File: src/rtl/uart_arb_pkg.sv
// Shared types and constants for the UART line arbiter.
package uart_arb_pkg;

  typedef enum logic [1:0] {
    ST_IDLE = 2'd0,
    ST_RUN  = 2'd1,
    ST_GAP  = 2'd2
  } arb_state_e;

  localparam int unsigned c_line_bytes = 34;
  localparam int unsigned c_line_bits  = 272;
  localparam int unsigned c_gap_cycles = 2;

  // Blank line: 32 spaces then CR LF, first character in the MSByte.
  localparam logic [c_line_bits-1:0] c_line_of_spaces = {{32{8'h20}}, 8'h0D, 8'h0A};

endpackage

File: src/rtl/uart_line_arbiter_if.sv
// Producer/feeder side bundle of the UART line arbiter.
// master: producers + feeder monitor (drive requests, lines, valid beats).
// slave : the arbiter itself.
interface uart_line_arbiter_if #(
  parameter int unsigned PARM_NUM_REQ = 3
);
  import uart_arb_pkg::*;

  logic [PARM_NUM_REQ-1:0]             i_req;
  logic [PARM_NUM_REQ*c_line_bits-1:0] i_line;
  logic [PARM_NUM_REQ-1:0]             o_grant;
  logic [PARM_NUM_REQ-1:0]             o_ack;
  logic                                o_busy;
  logic                                o_feed_go;
  logic [c_line_bits-1:0]              o_feed_line;
  logic                                i_feed_valid;

  modport master (
    output i_req, i_line, i_feed_valid,
    input  o_grant, o_ack, o_busy, o_feed_go, o_feed_line
  );

  modport slave (
    input  i_req, i_line, i_feed_valid,
    output o_grant, o_ack, o_busy, o_feed_go, o_feed_line
  );

endinterface

File: src/rtl/uart_arb_rr_pick.sv
// Combinational winner select for the UART line arbiter.
// Default: round-robin starting at i_last+1 mod N.
// UART_ARB_FIXED_PRIORITY_EN defined: lowest set index wins, i_last ignored.
module uart_arb_rr_pick #(
  parameter int unsigned PARM_NUM_REQ = 3,
  parameter int unsigned IDX_W        = 2
) (
  input  logic [PARM_NUM_REQ-1:0] i_req,
  input  logic [IDX_W-1:0]        i_last,
  output logic [PARM_NUM_REQ-1:0] o_onehot,
  output logic [IDX_W-1:0]        o_idx
);

  logic             found;
  logic [IDX_W-1:0] cand;

`ifdef UART_ARB_FIXED_PRIORITY_EN
  logic unused_last;
  assign unused_last = ^i_last;

  // Lowest-index requester wins.
  always_comb begin
    o_onehot = '0;
    o_idx    = '0;
    found    = 1'b0;
    cand     = '0;
    for (int unsigned i = 0; i < PARM_NUM_REQ; i++) begin
      cand = IDX_W'(i);
      if (!found && i_req[cand]) begin
        found          = 1'b1;
        o_idx          = cand;
        o_onehot[cand] = 1'b1;
      end
    end
  end
`else
  // Scan from last+1 around the ring; first set bit wins.
  always_comb begin
    o_onehot = '0;
    o_idx    = '0;
    found    = 1'b0;
    cand     = '0;
    for (int unsigned i = 1; i <= PARM_NUM_REQ; i++) begin
      cand = IDX_W'((32'(i_last) + i) % PARM_NUM_REQ);
      if (!found && i_req[cand]) begin
        found          = 1'b1;
        o_idx          = cand;
        o_onehot[cand] = 1'b1;
      end
    end
  end
`endif

endmodule

File: src/rtl/uart_line_arbiter.sv
// Shares the single 34-byte UART TX line feeder among PARM_NUM_REQ producers.
// Latches the winner's line, holds go for the transfer, counts 34 valid beats,
// then forces a go-low gap before the next grant.
// Optional feature macro: UART_ARB_FIXED_PRIORITY_EN (fixed priority pick).
module uart_line_arbiter
  import uart_arb_pkg::*;
#(
  parameter int unsigned PARM_NUM_REQ = 3
) (
  input  logic                i_clk_20mhz,
  input  logic                i_rst_20mhz,
  uart_line_arbiter_if.slave  bus
);

  localparam int unsigned IDX_W = (PARM_NUM_REQ > 1) ? $clog2(PARM_NUM_REQ) : 1;

  arb_state_e              state_q, state_d;
  logic [PARM_NUM_REQ-1:0] grant_q, grant_d;
  logic [PARM_NUM_REQ-1:0] ack_q, ack_d;
  logic                    busy_q, busy_d;
  logic                    go_q, go_d;
  logic [c_line_bits-1:0]  line_q, line_d;
  logic [IDX_W-1:0]        last_q, last_d;
  logic [5:0]              beat_q, beat_d;
  logic [1:0]              gap_q, gap_d;

  logic [PARM_NUM_REQ-1:0] win_onehot;
  logic [IDX_W-1:0]        win_idx;
  logic [c_line_bits-1:0]  win_line;

  uart_arb_rr_pick #(
    .PARM_NUM_REQ (PARM_NUM_REQ),
    .IDX_W        (IDX_W)
  ) u_pick (
    .i_req    (bus.i_req),
    .i_last   (last_q),
    .o_onehot (win_onehot),
    .o_idx    (win_idx)
  );

  // One-hot mux of the winning producer's line.
  always_comb begin
    win_line = '0;
    for (int unsigned k = 0; k < PARM_NUM_REQ; k++) begin
      if (win_onehot[k]) win_line = win_line | bus.i_line[k*c_line_bits +: c_line_bits];
    end
  end

  // Next-state and registered-output logic for IDLE/RUN/GAP.
  always_comb begin
    state_d = state_q;
    grant_d = grant_q;
    ack_d   = '0;
    busy_d  = busy_q;
    go_d    = go_q;
    line_d  = line_q;
    last_d  = last_q;
    beat_d  = beat_q;
    gap_d   = gap_q;
    unique case (state_q)
      ST_IDLE: begin
        if (|bus.i_req) begin
          line_d  = win_line;
          grant_d = win_onehot;
          go_d    = 1'b1;
          busy_d  = 1'b1;
          last_d  = win_idx;
          beat_d  = '0;
          state_d = ST_RUN;
        end
      end
      ST_RUN: begin
        if (bus.i_feed_valid) begin
          if (beat_q == 6'(c_line_bytes - 1)) begin
            go_d    = 1'b0;
            grant_d = '0;
            ack_d   = grant_q;
            beat_d  = '0;
            gap_d   = 2'(c_gap_cycles);
            state_d = ST_GAP;
          end else begin
            beat_d = beat_q + 6'd1;
          end
        end
      end
      ST_GAP: begin
        // Leave on the cycle the counter reaches zero, giving 3 go-low cycles.
        if (gap_q <= 2'd1) begin
          gap_d   = '0;
          busy_d  = 1'b0;
          state_d = ST_IDLE;
        end else begin
          gap_d = gap_q - 2'd1;
        end
      end
      default: begin
        state_d = ST_IDLE;
        grant_d = '0;
        busy_d  = 1'b0;
        go_d    = 1'b0;
      end
    endcase
  end

  // State and output registers with synchronous reset.
  always_ff @(posedge i_clk_20mhz) begin
    if (i_rst_20mhz) begin
      state_q <= ST_IDLE;
      grant_q <= '0;
      ack_q   <= '0;
      busy_q  <= 1'b0;
      go_q    <= 1'b0;
      line_q  <= c_line_of_spaces;
      last_q  <= IDX_W'(PARM_NUM_REQ - 1);
      beat_q  <= '0;
      gap_q   <= '0;
    end else begin
      state_q <= state_d;
      grant_q <= grant_d;
      ack_q   <= ack_d;
      busy_q  <= busy_d;
      go_q    <= go_d;
      line_q  <= line_d;
      last_q  <= last_d;
      beat_q  <= beat_d;
      gap_q   <= gap_d;
    end
  end

  assign bus.o_grant     = grant_q;
  assign bus.o_ack       = ack_q;
  assign bus.o_busy      = busy_q;
  assign bus.o_feed_go   = go_q;
  assign bus.o_feed_line = line_q;

endmodule

File: src/flat_wrapper.sv
// flat-port wrapper written by rule: the top's interface ports become plain ports
module uart_line_arbiter_flat import uart_arb_pkg::*;
#(
  parameter int unsigned PARM_NUM_REQ = 3
)
  (i_clk_20mhz, i_rst_20mhz, bus_i_req, bus_i_line, bus_i_feed_valid, bus_o_grant, bus_o_ack, bus_o_busy, bus_o_feed_go, bus_o_feed_line);
  uart_line_arbiter_if #(.PARM_NUM_REQ(PARM_NUM_REQ)) bus_i ();
  input  logic i_clk_20mhz;
  input  logic i_rst_20mhz;
  input wire logic [$bits(bus_i.i_req)-1:0] bus_i_req;
  input wire logic [$bits(bus_i.i_line)-1:0] bus_i_line;
  input wire logic [$bits(bus_i.i_feed_valid)-1:0] bus_i_feed_valid;
  output wire logic [$bits(bus_i.o_grant)-1:0] bus_o_grant;
  output wire logic [$bits(bus_i.o_ack)-1:0] bus_o_ack;
  output wire logic [$bits(bus_i.o_busy)-1:0] bus_o_busy;
  output wire logic [$bits(bus_i.o_feed_go)-1:0] bus_o_feed_go;
  output wire logic [$bits(bus_i.o_feed_line)-1:0] bus_o_feed_line;
  assign bus_i.i_req = bus_i_req;
  assign bus_i.i_line = bus_i_line;
  assign bus_i.i_feed_valid = bus_i_feed_valid;
  assign bus_o_grant = bus_i.o_grant;
  assign bus_o_ack = bus_i.o_ack;
  assign bus_o_busy = bus_i.o_busy;
  assign bus_o_feed_go = bus_i.o_feed_go;
  assign bus_o_feed_line = bus_i.o_feed_line;
  uart_line_arbiter #(.PARM_NUM_REQ(PARM_NUM_REQ)) u_core (.i_clk_20mhz(i_clk_20mhz), .i_rst_20mhz(i_rst_20mhz), .bus(bus_i));
endmodule
File: config.mk
export PLATFORM = sky130hd
export DESIGN_NAME = uart_line_arbiter_flat
export DESIGN_NICKNAME = d
export VERILOG_FILES = /design/src/rtl/uart_arb_pkg.sv /design/src/rtl/uart_line_arbiter_if.sv /design/src/rtl/uart_arb_rr_pick.sv /design/src/rtl/uart_line_arbiter.sv /design/src/flat_wrapper.sv
export SDC_FILE = /design/constraint.sdc
export NUM_CORES = 1
export LEC_CHECK = 0
export ABC_CLOCK_PERIOD_IN_PS = 3300
export BUFFER_PORTS_ARGS = -buffer_cell sky130_fd_sc_hd__clkbuf_2
export CORE_AREA = 2 2 435 437
export DETAILED_ROUTE_END_ITERATION = 10
export DIE_AREA = 0 0 437 439
export GPL_TIMING_DRIVEN = 1
export PLACE_DENSITY = 0.3
export SYNTH_ARGS = -nofsm -noshare
export SYNTH_HDL_FRONTEND = slang
export SYNTH_SLANG_ARGS = --single-unit
File: constraint.sdc
create_clock -name i_clk_20mhz -period 3.3 [get_ports i_clk_20mhz]
set_clock_uncertainty 0.15 [all_clocks]
set_input_delay 0.33 -clock i_clk_20mhz [delete_from_list [all_inputs] [get_ports i_clk_20mhz]]
set_output_delay 0.33 -clock i_clk_20mhz [all_outputs]
set_load 0.05 [all_outputs]
==> flow_results.xml, run 1 <==
<?xml version="1.0" encoding="UTF-8"?>
<metrics>
  <group name="floorplanning">
    <metric name="initial_cell_density_of_the_core" unit="">0.08683</metric>
    <metric name="fp.coreArea" unit="µm²">187000</metric>
    <metric name="die_height" unit="µm">439</metric>
    <metric name="dieArea" unit="µm²">191800</metric>
    <metric name="floorplan.rows" unit="">159</metric>
    <metric name="die-width" unit="µm">437</metric>
    <metric name="floorplan.io_pins" unit="">1102</metric>
  </group>
  <group name="sta">
    <metric name="final.period_utilization" unit="">0.9692</metric>
    <metric name="relative_slew_slack" unit="">0.3412</metric>
    <metric name="slew_viols_final" unit="">0</metric>
    <metric name="finalSetupViolations" unit="">0</metric>
    <metric name="timing_hold_violations_final" unit="">0</metric>
    <metric name="layout_min_cycle_time" unit="ns">3.198</metric>
    <metric name="max_clock_freq" unit="GHz">0.3127</metric>
    <metric name="rsz0062_at_grt" unit="">false</metric>
    <metric name="finalHoldWorstSlack" unit="ns">0.06352</metric>
    <metric name="worst_slew_pin_slew" unit="ns">0.9779</metric>
    <metric name="fin_setup_tns" unit="ns">0</metric>
  </group>
  <group name="drt">
    <metric name="drt_wl_total" unit="mm">153.4</metric>
    <metric name="first_pass_iters" unit="">6</metric>
    <metric name="antenna_violating_nets_post_route" unit="">0</metric>
    <metric name="routed-via-count" unit="">25550</metric>
    <metric name="via_density" unit="">3.870</metric>
    <metric name="detailedRoute.firstIterationViolations" unit="">1830</metric>
    <metric name="post-route-drc-count" unit="">0</metric>
    <metric name="drt-wirelength-per-cell" unit="µm">23.24</metric>
  </group>
  <group name="power_and_ir_drop">
    <metric name="p_total" unit="mW">19.76</metric>
    <metric name="vdd_drop_max" unit="mV">0.3340</metric>
    <metric name="power_density" unit="nW/µm²">568.7</metric>
    <metric name="leakage" unit="nW">14.95</metric>
  </group>
  <group name="run">
    <metric name="maxCapViolCount" unit="">0</metric>
  </group>
  <group name="synth">
    <metric name="ys_seq_area_frac" unit="">0.3600</metric>
    <metric name="syn-instance-count" unit="">2250</metric>
    <metric name="synthXorXnorAreaFrac" unit="">0.002697</metric>
    <metric name="synthMuxAreaShare" unit="">0.001849</metric>
    <metric name="synth_fp_nets" unit="">3078</metric>
    <metric name="syn-cell-area" unit="µm²">16240</metric>
    <metric name="ys_dominant_reg_cell" unit="">dfxtp_1</metric>
    <metric name="synth_adder_area_share" unit="">0.004623</metric>
    <metric name="synth_compound_gate_area_share" unit="">0.3676</metric>
    <metric name="synthesis.area_per_instance" unit="µm²">7.217</metric>
    <metric name="ff_latch_count_synth" unit="">292</metric>
    <metric name="synth-warning-count" unit="">0</metric>
    <metric name="synth_top_family_by_area" unit="">compound AO/OA/AOI/OAI gates</metric>
    <metric name="synth_enable_flop_cells" unit="">0</metric>
    <metric name="synth_cell_types" unit="">48</metric>
    <metric name="synth-simple-area-share" unit="">0.2005</metric>
    <metric name="post_synth_arst_share" unit="">0</metric>
  </group>
  <group name="global_route">
    <metric name="grt_max_degree" unit="">91</metric>
    <metric name="met1_track_usage_gr" unit="">0.2002</metric>
    <metric name="grt.overflow.total" unit="">0</metric>
    <metric name="met2_track_demand_over_resource" unit="">0.2435</metric>
    <metric name="grt.busiest_layer" unit="">met2</metric>
    <metric name="grt_pass1_vias" unit="">25890</metric>
    <metric name="grt_use_met3" unit="">0.03906</metric>
    <metric name="number_of_antenna_violations_at_the_first_check_in_global_routing" unit="">37</metric>
    <metric name="globalRouteTotalUtil" unit="">0.1519</metric>
    <metric name="wire_length_of_the_first_global_routing_pass" unit="mm">207.8</metric>
  </group>
  <group name="clocking">
    <metric name="cts-root-buf" unit="">clkbuf_16</metric>
    <metric name="clkSlewWorstSetupHoldPaths" unit="ns">0.06</metric>
    <metric name="cts_buffer_count" unit="">47</metric>
    <metric name="clock_latency" unit="ns">0.65</metric>
    <metric name="cts.sink_count" unit="">292</metric>
    <metric name="htree_levels" unit="">2</metric>
    <metric name="tritoncts" unit="">done</metric>
    <metric name="cts_buffer_depth" unit="">3</metric>
  </group>
  <group name="finish">
    <metric name="final_nets" unit="">4880</metric>
    <metric name="final-instance-count-excl-fill" unit="">6602</metric>
    <metric name="final_layout_size_suffix_gt1_frac" unit="">0.3148</metric>
    <metric name="layout.filler_cells" unit="">21370</metric>
    <metric name="final_common_cell" unit="">clkbuf_2</metric>
    <metric name="postLayoutCoreUtil" unit="">0.1857</metric>
    <metric name="layout.cells.most_common_list" unit="">clkbuf_2, dlygate4sd3_1, nand2_1</metric>
    <metric name="area_growth" unit="%">113.9</metric>
  </group>
  <group name="critical_path">
    <metric name="cell_by_cell_listing_of_the_critical_path" unit="">inv_1 &gt; ha_2 &gt; nor2b_1 &gt; o211ai_1 &gt; o31ai_4 &gt; buf_4 &gt; buf_12 &gt; buf_12 &gt; a221oi_1 &gt; a211oi_1</metric>
    <metric name="path_common_cell" unit="">buf_12</metric>
    <metric name="required_time_reported_for_the_critical_path_endpoint" unit="ns">3.66</metric>
    <metric name="crit_path_end_kind" unit="">flop</metric>
    <metric name="worst-endpoint-arrival" unit="ns">3.56</metric>
    <metric name="timing.critical_path.from_type" unit="">flop</metric>
    <metric name="critical_path_class" unit="">reg2reg</metric>
    <metric name="path_delay_family" unit="">compound AO/OA/AOI/OAI gates</metric>
    <metric name="path_depth" unit="">10</metric>
    <metric name="worst_r2r_path_depth" unit="">10</metric>
    <metric name="max_stage_delay" unit="ns">0.66</metric>
    <metric name="crit_buf_inv" unit="">4</metric>
    <metric name="critical-path-slowest-cell" unit="">a221oi_1</metric>
    <metric name="critPathMaxFanout" unit="">58</metric>
  </group>
  <group name="place">
    <metric name="dpl.cell_count" unit="">5709</metric>
    <metric name="dp.final_hpwl" unit="mm">119.8</metric>
    <metric name="portBuffers" unit="">1101</metric>
    <metric name="gpl.final_weighted_congestion" unit="">0.8855</metric>
  </group>
  <group name="status">
    <metric name="status" unit="">finished clean</metric>
  </group>
  <group name="min_path">
    <metric name="hold-path-cell-count" unit="">3</metric>
    <metric name="min_path_type" unit="">in2reg</metric>
  </group>
</metrics>
-- registers in the layout (all words and copies together) (netlist names) --
| signal | flops |
|---|---|
| u_core.gap_q | 2 |
| u_core.bus.o_ack | 3 |
| u_core.state_q | 2 |
| u_core.bus.o_busy | 1 |
| u_core.last_q | 2 |
| u_core.bus.o_feed_line | 272 |
| u_core.bus.o_grant | 3 |
| u_core.beat_q | 6 |
| u_core.bus.o_feed_go | 1 |
-- final timing paths --
| check | startpoint | end | slack, ns |
|---|---|---|---|
| min | bus_i_line[666] | u_core.bus.o_feed_line[122] | 0.06 |
| max | u_core.last_q[0] | u_core.bus.o_feed_line[32] | 0.10 |
| min reg2reg | u_core.gap_q[1] | u_core.gap_q[1] | 0.33 |
| max reg2reg | u_core.last_q[0] | u_core.bus.o_feed_line[32] | 0.10 |
-- report_power, final --
part	switching, mW	internal (mW)	total (mW)
logic	6.50	3.07	9.58
registers	0.557	4.16	4.72
clock network	2.25	3.21	5.46
total	9.31	10.4	19.8
-- worst reg2reg max path, delay by kind of cell, from the launching register on --
family,cells,cell delay (ns)
compound gates,4,1.28
buf+inv,4,0.71
flops,1,0.37
fa+ha+maj,1,0.37
simple gates,1,0.18
-- per-stage QoR --
stage | cell area (µm²) | setup slack, ns
5_1_grt | 34710 | 0.01404
2_1_floorplan | 16240 | 0.7517
6_report | 34730 | 0.1016
4_1_cts | 34660 | 0.03740
3_5_place_dp | 25200 | 0.08975
3_3_place_gp | 25200 | 0.1149
-- per-layer routing --
layer / vias to the layer above / part of all wire / wire length (µm)
li1: 11910 / - / -
met1: 12410 / 0.44 / 67670
met2: 1058 / 0.46 / 70330
met3: 159 / 0.076 / 11670
met4: 12 / 0.024 / 3679
met5: - / 0.00048 / 73
-- what timing repair did --
action	CTS	global route
endpoints found under the hold margin	279	0
buffers inserted	0	1
hold buffers	788	0
resized for setup	0	5
endpoints found under the setup margin	0	64
-- area by class of cell --
type                    count  area (µm²)  area share
repair buffers           1994       14710      0.4235
multi-input cells        1712        9418      0.2711
flip-flops and latches    292        5846      0.1683
well taps                2495        3122     0.08987
clock buffers              69        1349     0.03883
clock inverters            13       217.7    0.006268
diodes                     22       55.05    0.001585
inverters                   5       18.77   0.0005403
-- cells in the mapped netlist (2+ instances only) --
cell	number	area, µm²
nand2_1	544	2042
dfxtp_1	292	5846
o21ai_0	277	1386
nor2_1	275	1032
a211oi_1	236	1772
a221oi_1	235	2058
clkbuf_1	168	630.6
a21oi_1	46	230.2
buf_2	46	230.2
a41oi_1	25	219.0
buf_1	17	63.81
a221o_1	12	120.1
buf_4	10	75.07
ha_1	6	75.07
inv_1	5	18.77
nand2b_1	5	31.28
nor3b_1	4	30.03
o21a_1	4	30.03
xor2_1	4	35.03
mux2i_1	3	30.03
nor2b_1	3	18.77
a21o_1	2	15.01
and3_1	2	12.51
and3b_1	2	17.52
nand3_1	2	10.01
nand3b_1	2	15.01
nand4_1	2	12.51
-- cell families (layout without fill, tap and decap cells) --
family,count (synthesis),after routing
compound gates,852,852
simple gates,846,846
flops,292,292
buf+inv,246,2081
fa+ha+maj,6,6
xor+xnor,5,5
mux,3,3
other cells,0,22
Note: power is estimated with default switching activity, not from simulation.
==> run 2, diff against run 1 <==
--- a/config.mk
+++ b/config.mk
@@ -5,7 +5,7 @@
 export SDC_FILE = /design/constraint.sdc
 export NUM_CORES = 1
 export LEC_CHECK = 0
-export ABC_CLOCK_PERIOD_IN_PS = 3300
+export ABC_CLOCK_PERIOD_IN_PS = 3400
 export BUFFER_PORTS_ARGS = -buffer_cell sky130_fd_sc_hd__clkbuf_2
 export CORE_AREA = 2 2 435 437
 export DETAILED_ROUTE_END_ITERATION = 10
==> constraint.sdc (replaced) <==
create_clock -name i_clk_20mhz -period 3.4 [get_ports i_clk_20mhz]
set_clock_uncertainty 0.15 [all_clocks]
set_input_delay 0.34 -clock i_clk_20mhz [delete_from_list [all_inputs] [get_ports i_clk_20mhz]]
set_output_delay 0.34 -clock i_clk_20mhz [all_outputs]
set_load 0.05 [all_outputs]
==> run 2 against run 1 <==
Die area unchanged; non-clock buffer count down 37; highest routed layer unchanged; combinational power down 0.7%; register-to-register slack better by 0.02 ns; global-route usage about the same; wire length up 1.3%; total power down 2.7%; setup slack better by 0.025 ns.
==> flow_results.xml, run 2 (same netlist as run 1, synthesis figures left out) <==
<?xml version="1.0" encoding="UTF-8"?>
<metrics>
  <group name="status">
    <metric name="status" unit="">finished clean</metric>
  </group>
  <group name="finish">
    <metric name="postLayoutCoreUtil" unit="">0.1834</metric>
    <metric name="final_common_cell" unit="">clkbuf_2</metric>
    <metric name="layout.cells.most_common_list" unit="">clkbuf_2, dlygate4sd3_1, nand2_1</metric>
    <metric name="layout.cell_area.non_filler" unit="µm²">34300</metric>
    <metric name="area_growth" unit="%">111.2</metric>
    <metric name="final_nets" unit="">4844</metric>
    <metric name="final_layout_size_suffix_gt1_frac" unit="">0.3222</metric>
    <metric name="largest_register_ff_count" unit="">272</metric>
  </group>
  <group name="global_route">
    <metric name="grt.overflow.total" unit="">0</metric>
    <metric name="grt_max_degree" unit="">98</metric>
    <metric name="number_of_antenna_violations_at_the_first_check_in_global_routing" unit="">49</metric>
    <metric name="wire_length_of_the_first_global_routing_pass" unit="mm">207.5</metric>
    <metric name="grt_pass1_vias" unit="">25580</metric>
    <metric name="globalRouteTotalUtil" unit="">0.1522</metric>
  </group>
  <group name="critical_path">
    <metric name="reg2reg_to" unit="">u_core.bus.o_feed_line[99]</metric>
    <metric name="timing.critical_path.from_type" unit="">flop</metric>
    <metric name="critPathMaxFanout" unit="">12</metric>
    <metric name="r2r_setup_slack" unit="ns">0.13</metric>
    <metric name="worst_r2r_path_depth" unit="">11</metric>
    <metric name="crit_path_end_kind" unit="">flop</metric>
    <metric name="required_time_reported_for_the_critical_path_endpoint" unit="ns">3.80</metric>
    <metric name="worst-endpoint-arrival" unit="ns">3.67</metric>
    <metric name="critical_path_class" unit="">reg2reg</metric>
    <metric name="worstReg2RegStart" unit="">u_core.last_q[0]</metric>
  </group>
  <group name="place">
    <metric name="gpl.final_weighted_congestion" unit="">0.8794</metric>
    <metric name="cell_area_after_placement" unit="µm²">25140</metric>
    <metric name="portBuffers" unit="">1101</metric>
    <metric name="place_ws" unit="ns">-0.1095</metric>
    <metric name="dp.final_hpwl" unit="mm">120.3</metric>
  </group>
  <group name="drt">
    <metric name="via_density" unit="">3.874</metric>
    <metric name="drt_wl_total" unit="mm">155.4</metric>
    <metric name="post-route-drc-count" unit="">0</metric>
    <metric name="first_pass_iters" unit="">7</metric>
    <metric name="detailedRoute.firstIterationViolations" unit="">2024</metric>
    <metric name="antenna_violating_nets_post_route" unit="">0</metric>
    <metric name="drt-wirelength-per-cell" unit="µm">23.66</metric>
    <metric name="routed-via-count" unit="">25450</metric>
  </group>
  <group name="sta">
    <metric name="layout_min_cycle_time" unit="ns">3.274</metric>
    <metric name="finalSetupViolations" unit="">0</metric>
    <metric name="slew_viols_final" unit="">0</metric>
    <metric name="max_clock_freq" unit="GHz">0.3055</metric>
    <metric name="fin_setup_tns" unit="ns">0</metric>
    <metric name="final.period_utilization" unit="">0.9629</metric>
    <metric name="timing_hold_violations_final" unit="">0</metric>
    <metric name="relative_slew_slack" unit="">0.4112</metric>
    <metric name="rsz0062_at_grt" unit="">true</metric>
    <metric name="final.setup.worst_slack" unit="ns">0.1262</metric>
    <metric name="worst_slew_pin_slew" unit="ns">0.8740</metric>
  </group>
  <group name="clocking">
    <metric name="htree_levels" unit="">2</metric>
    <metric name="tritoncts" unit="">done</metric>
    <metric name="clock_latency" unit="ns">0.66</metric>
    <metric name="cts.sink_count" unit="">292</metric>
    <metric name="cts_buffer_depth" unit="">3</metric>
    <metric name="cts_buffer_count" unit="">48</metric>
    <metric name="clkSlewWorstSetupHoldPaths" unit="ns">0.06</metric>
    <metric name="cts-root-buf" unit="">clkbuf_16</metric>
  </group>
  <group name="floorplanning">
    <metric name="dieArea" unit="µm²">191800</metric>
    <metric name="initial_cell_density_of_the_core" unit="">0.08683</metric>
    <metric name="die-width" unit="µm">437</metric>
    <metric name="floorplan.io_pins" unit="">1102</metric>
    <metric name="fp.coreArea" unit="µm²">187000</metric>
    <metric name="die_height" unit="µm">439</metric>
    <metric name="floorplan.rows" unit="">159</metric>
  </group>
  <group name="power_and_ir_drop">
    <metric name="leakage" unit="nW">14.81</metric>
    <metric name="p_total" unit="mW">19.23</metric>
    <metric name="power_density" unit="nW/µm²">560.6</metric>
    <metric name="vdd_drop_max" unit="mV">0.3961</metric>
  </group>
  <group name="min_path">
    <metric name="timing.hold.worst_endpoint" unit="">u_core.bus.o_feed_line[234]</metric>
    <metric name="min-delay-start" unit="">bus_i_line[778]</metric>
    <metric name="hold-path-cell-count" unit="">3</metric>
    <metric name="min_path_type" unit="">in2reg</metric>
  </group>
  <group name="run">
    <metric name="maxCapViolCount" unit="">0</metric>
  </group>
</metrics>
-- run 2: changes by cell type in the layout (fill, tap and decap cells not counted), moves of 4 or more --
cell	before	now
buf_12	41	30
buf_16	0	4
buf_4	64	79
bufinv_16	5	1
clkbuf_16	47	52
clkinv_2	3	13
dlygate4sd3_1	788	739
-- run 2: layout make-up --
class                           count  area (µm²)
Antenna cell                       21       52.55
Clock buffer                       68        1368
Clock inverter                     19       158.9
Fill cell                       21450      152700
Inverter                            5       18.77
Multi-Input combinational cell   1712        9425
Sequential cell                   292        5846
Tap cell                         2495        3122
Timing Repair Buffer             1957       14310
-- run 2: repair_timing --
action                                 in CTS  in global routing
hold buffers                              739                  0
buffers inserted                            0                  7
setup endpoints to repair                   1                 54
gates resized for setup                     1                 13
cloned                                      0                  3
pin swaps                                   0                  3
endpoints found under the hold margin     279                  0
-- run 2: per-layer routing --
metal,vias to the layer above,GRT usage,share of wire
met3,172,0.04113,0.083
met4,28,0.04294,0.025
met2,1118,0.2445,0.46
li1,11840,-,-
met1,12300,0.1985,0.43
met5,-,0,0.0011
-- run 2: worst max-delay path by stage --
stage,startpoint,to,depth (start not counted),slack [ns]
floorplan,u_core.last_q[0],u_core.bus.o_feed_line[164],11,0.85
global placement,u_core.last_q[0],u_core.bus.o_feed_line[88],9,-0.08
detailed placement,u_core.last_q[0],u_core.bus.o_feed_line[88],9,-0.11
CTS,u_core.last_q[0],u_core.bus.o_feed_line[195],9,0.02
global route,u_core.last_q[0],u_core.bus.o_feed_line[99],11,-0.004
finish,u_core.last_q[0],u_core.bus.o_feed_line[99],11,0.13
-- run 2: worst max-delay path, stage by stage, from the launching register on --
cell           delay (ns)
dfxtp_1              0.38
inv_1                0.09
ha_2                 0.38
nor2b_1              0.17
o211ai_1             0.18
buf_4                0.15
o31ai_4              0.07
clkbuf_16            0.20
buf_4                0.20
a221oi_1             0.47
a211oi_1             0.13
dlygate4sd3_1        0.58
-- run 2: metrics by stage --
step | hold slack, ns | instances
CTS | 0.001046 | 6538
finish | 0.03824 | 6569
global route | 0.03228 | 6563
global placement | 0.3150 | 5712
detailed placement | 0.3287 | 5712
floorplan | 0.3042 | 2250
-- run 2: where the power goes --
part / switching (mW) / leakage, nW / internal (mW)
registers: 0.525 / 2.42 / 4.04
clock network: 2.27 / 0.758 / 2.89
logic: 6.42 / 11.6 / 3.09
total: 9.22 / 14.8 / 10.0
==> run 3, diff against run 2 <==
--- a/config.mk
+++ b/config.mk
@@ -11,7 +11,6 @@
 export DETAILED_ROUTE_END_ITERATION = 10
 export DIE_AREA = 0 0 437 439
 export GPL_TIMING_DRIVEN = 1
-export PLACE_DENSITY = 0.3
 export SYNTH_ARGS = -nofsm -noshare
 export SYNTH_HDL_FRONTEND = slang
 export SYNTH_SLANG_ARGS = --single-unit
==> run 3 against run 2 <==
Sequential share of layout area shrank 0.19 points; non-clock buffer count grew 20; register-to-register slack lost 0.06 ns; sequential cell count is the same; fmax shrank 1.8%; clock power grew 6.4%; cell count grew 0.84%; combinational power grew 2%; via count grew 6.9%; sequential power shrank 1%.
==> flow_results.xml, run 3 (same netlist as run 1, synthesis figures left out) <==
<?xml version="1.0" encoding="UTF-8"?>
<metrics>
  <group name="drt">
    <metric name="drt-wirelength-per-cell" unit="µm">27.03</metric>
    <metric name="routed-via-count" unit="">27220</metric>
    <metric name="via_density" unit="">4.109</metric>
    <metric name="first_pass_iters" unit="">8</metric>
    <metric name="antenna_violating_nets_post_route" unit="">0</metric>
    <metric name="detailedRoute.firstIterationViolations" unit="">2681</metric>
    <metric name="post-route-drc-count" unit="">0</metric>
    <metric name="drt_wl_total" unit="mm">179.0</metric>
  </group>
  <group name="status">
    <metric name="status" unit="">finished clean</metric>
  </group>
  <group name="sta">
    <metric name="timing_hold_violations_final" unit="">0</metric>
    <metric name="slew_viols_final" unit="">0</metric>
    <metric name="worst_slew_pin_slew" unit="ns">1.006</metric>
    <metric name="layout_min_cycle_time" unit="ns">3.333</metric>
    <metric name="max_clock_freq" unit="GHz">0.3000</metric>
    <metric name="finalHoldWorstSlack" unit="ns">0.02078</metric>
    <metric name="finalSetupViolations" unit="">0</metric>
    <metric name="rsz0062_at_grt" unit="">false</metric>
    <metric name="final.period_utilization" unit="">0.9804</metric>
    <metric name="relative_slew_slack" unit="">0.3238</metric>
  </group>
  <group name="floorplanning">
    <metric name="die_height" unit="µm">439</metric>
    <metric name="floorplan.io_pins" unit="">1102</metric>
    <metric name="floorplan.rows" unit="">159</metric>
    <metric name="fp.coreArea" unit="µm²">187000</metric>
    <metric name="initial_cell_density_of_the_core" unit="">0.08683</metric>
    <metric name="dieArea" unit="µm²">191800</metric>
    <metric name="die-width" unit="µm">437</metric>
  </group>
  <group name="global_route">
    <metric name="grt_max_degree" unit="">111</metric>
    <metric name="globalRouteTotalUtil" unit="">0.1755</metric>
    <metric name="wire_length_of_the_first_global_routing_pass" unit="mm">231.8</metric>
    <metric name="grt_pass1_vias" unit="">26180</metric>
    <metric name="number_of_antenna_violations_at_the_first_check_in_global_routing" unit="">105</metric>
    <metric name="grt.overflow.total" unit="">0</metric>
  </group>
  <group name="finish">
    <metric name="final_nets" unit="">4862</metric>
    <metric name="final_layout_size_suffix_gt1_frac" unit="">0.3199</metric>
    <metric name="layout.cells.most_common_list" unit="">clkbuf_2, dlygate4sd3_1, nand2_1</metric>
    <metric name="area_growth" unit="%">113.7</metric>
    <metric name="postLayoutCoreUtil" unit="">0.1855</metric>
    <metric name="final_common_cell" unit="">clkbuf_2</metric>
    <metric name="layout.filler_cells" unit="">21080</metric>
    <metric name="largest_register_ff_count" unit="">272</metric>
  </group>
  <group name="critical_path">
    <metric name="timing.critical_path.from_type" unit="">flop</metric>
    <metric name="crit_path_start" unit="">u_core.last_q[0]</metric>
    <metric name="crit_path_end_kind" unit="">flop</metric>
    <metric name="critical_path_class" unit="">reg2reg</metric>
    <metric name="critPathMaxFanout" unit="">15</metric>
    <metric name="worst_r2r_path_depth" unit="">10</metric>
    <metric name="reg2reg_to" unit="">u_core.bus.o_feed_line[169]</metric>
    <metric name="worstReg2RegStart" unit="">u_core.last_q[0]</metric>
    <metric name="r2r_setup_slack" unit="ns">0.07</metric>
    <metric name="worst-endpoint-arrival" unit="ns">3.74</metric>
    <metric name="required_time_reported_for_the_critical_path_endpoint" unit="ns">3.81</metric>
    <metric name="worst_setup_path_endpoint" unit="">u_core.bus.o_feed_line[169]</metric>
  </group>
  <group name="clocking">
    <metric name="cts_buffer_depth" unit="">3</metric>
    <metric name="htree_levels" unit="">2</metric>
    <metric name="cts_buffer_count" unit="">45</metric>
    <metric name="cts.sink_count" unit="">292</metric>
    <metric name="clkSlewWorstSetupHoldPaths" unit="ns">0.06</metric>
    <metric name="cts-root-buf" unit="">clkbuf_16</metric>
    <metric name="clock_latency" unit="ns">0.65</metric>
    <metric name="tritoncts" unit="">done</metric>
  </group>
  <group name="power_and_ir_drop">
    <metric name="cellInternalPower" unit="mW">10.25</metric>
    <metric name="sequentialPowerShare" unit="">0.229</metric>
    <metric name="power_density" unit="nW/µm²">567.1</metric>
    <metric name="combinationalPowerShare" unit="">0.492</metric>
    <metric name="vdd_drop_max" unit="mV">0.3738</metric>
    <metric name="power.share.clock" unit="">0.279</metric>
    <metric name="sw_frac" unit="">0.4791</metric>
    <metric name="p_sw" unit="mW">9.426</metric>
    <metric name="leakage" unit="nW">14.93</metric>
    <metric name="p_total" unit="mW">19.67</metric>
  </group>
  <group name="place">
    <metric name="gpl.final_weighted_congestion" unit="">1.032</metric>
    <metric name="portBuffers" unit="">1101</metric>
    <metric name="dp.final_hpwl" unit="mm">145.4</metric>
  </group>
  <group name="min_path">
    <metric name="min_path_type" unit="">in2reg</metric>
  </group>
  <group name="run">
    <metric name="maxCapViolCount" unit="">0</metric>
  </group>
</metrics>
[run 3: changes by cell type in the layout (fill, tap and decap cells not counted), sizes merged, moves of 3 or more]
| cell | delta |
|---|---|
| clkbuf | -12 |
| buf | -14 |
| bufinv | +6 |
| dlygate4sd3 | +36 |
| diode | +38 |
| clkinvlp | +3 |
[run 3: metrics by stage]
stage	area (µm²)	worst slack (ns)	setup TNS [ns]	cells
2_1_floorplan	16240	0.8517	0	2250
3_3_place_gp	24980	-0.1876	-0.4270	5699
3_5_place_dp	24980	-0.1865	-0.5212	5699
4_1_cts	34440	0.01845	0	6557
5_1_grt	34630	0.01337	0	6600
6_report	34690	0.06665	0	6624
[run 3: per-layer routing]
| layer | vias up | global-route usage | share of wire |
|---|---|---|---|
| met3 | 379 | 0.06509 | 0.10 |
| met1 | 13250 | 0.2172 | 0.41 |
| met2 | 1623 | 0.2740 | 0.45 |
| li1 | 11900 | - | - |
| met5 | - | 0.008437 | 0.0036 |
| met4 | 62 | 0.06730 | 0.038 |
[run 3: area by class of cell]
| cell class | instances | area, µm² | share of cell area |
|---|---|---|---|
| flip-flops and latches | 292 | 5847 | 0.1685 |
| repair buffers | 1977 | 14420 | 0.4158 |
| inverters | 5 | 18.77 | 0.0005410 |
| well taps | 2495 | 3122 | 0.08998 |
| clock inverters | 25 | 374.1 | 0.01078 |
| diodes | 59 | 147.6 | 0.004256 |
| clock buffers | 58 | 1295 | 0.03733 |
| multi-input cells | 1713 | 9465 | 0.2728 |
[run 3: what timing repair did]
action | CTS | global route
gates cloned | 0 | 2
hold buffers | 775 | 0
pin swaps | 0 | 4
hold endpoints to repair | 280 | 0
resized for setup | 5 | 8
buffers inserted | 0 | 7
setup endpoints to repair | 5 | 36
[run 3: power by group through the flow]
stage	sequential (mW)	combinational (mW)	clock, mW
floorplan	6.46	2.88	0
global placement	4.53	8.60	0
detailed placement	4.54	8.62	0
CTS	4.48	9.58	5.64
global route	4.55	10.2	5.74
finish	4.51	9.68	5.48
[run 3: worst max-delay path: stages, from the launching register on]
cell,delay (ns)
dfxtp_1,0.38
inv_1,0.11
ha_4,0.31
and3b_1,0.20
a2111oi_0,0.58
o21a_4,0.24
buf_12,0.16
buf_4,0.19
a221oi_1,0.08
dlygate4sd3_1,0.57
a211oi_1,0.25
[run 3: worst min path at each step]
stage	from	to	slack [ns]	cells after the start
final	bus_i_line[214]	u_core.bus.o_feed_line[214]	0.02	3
after global routing	bus_i_line[75]	u_core.bus.o_feed_line[75]	0.02	3
after CTS	bus_i_line[812]	u_core.bus.o_feed_line[268]	0.0005	3
after detailed placement	u_core.bus.o_grant[0]	u_core.bus.o_grant[0]	0.32	2
after global placement	u_core.gap_q[1]	u_core.gap_q[1]	0.32	2
after floorplan	u_core.gap_q[1]	u_core.gap_q[1]	0.30	2
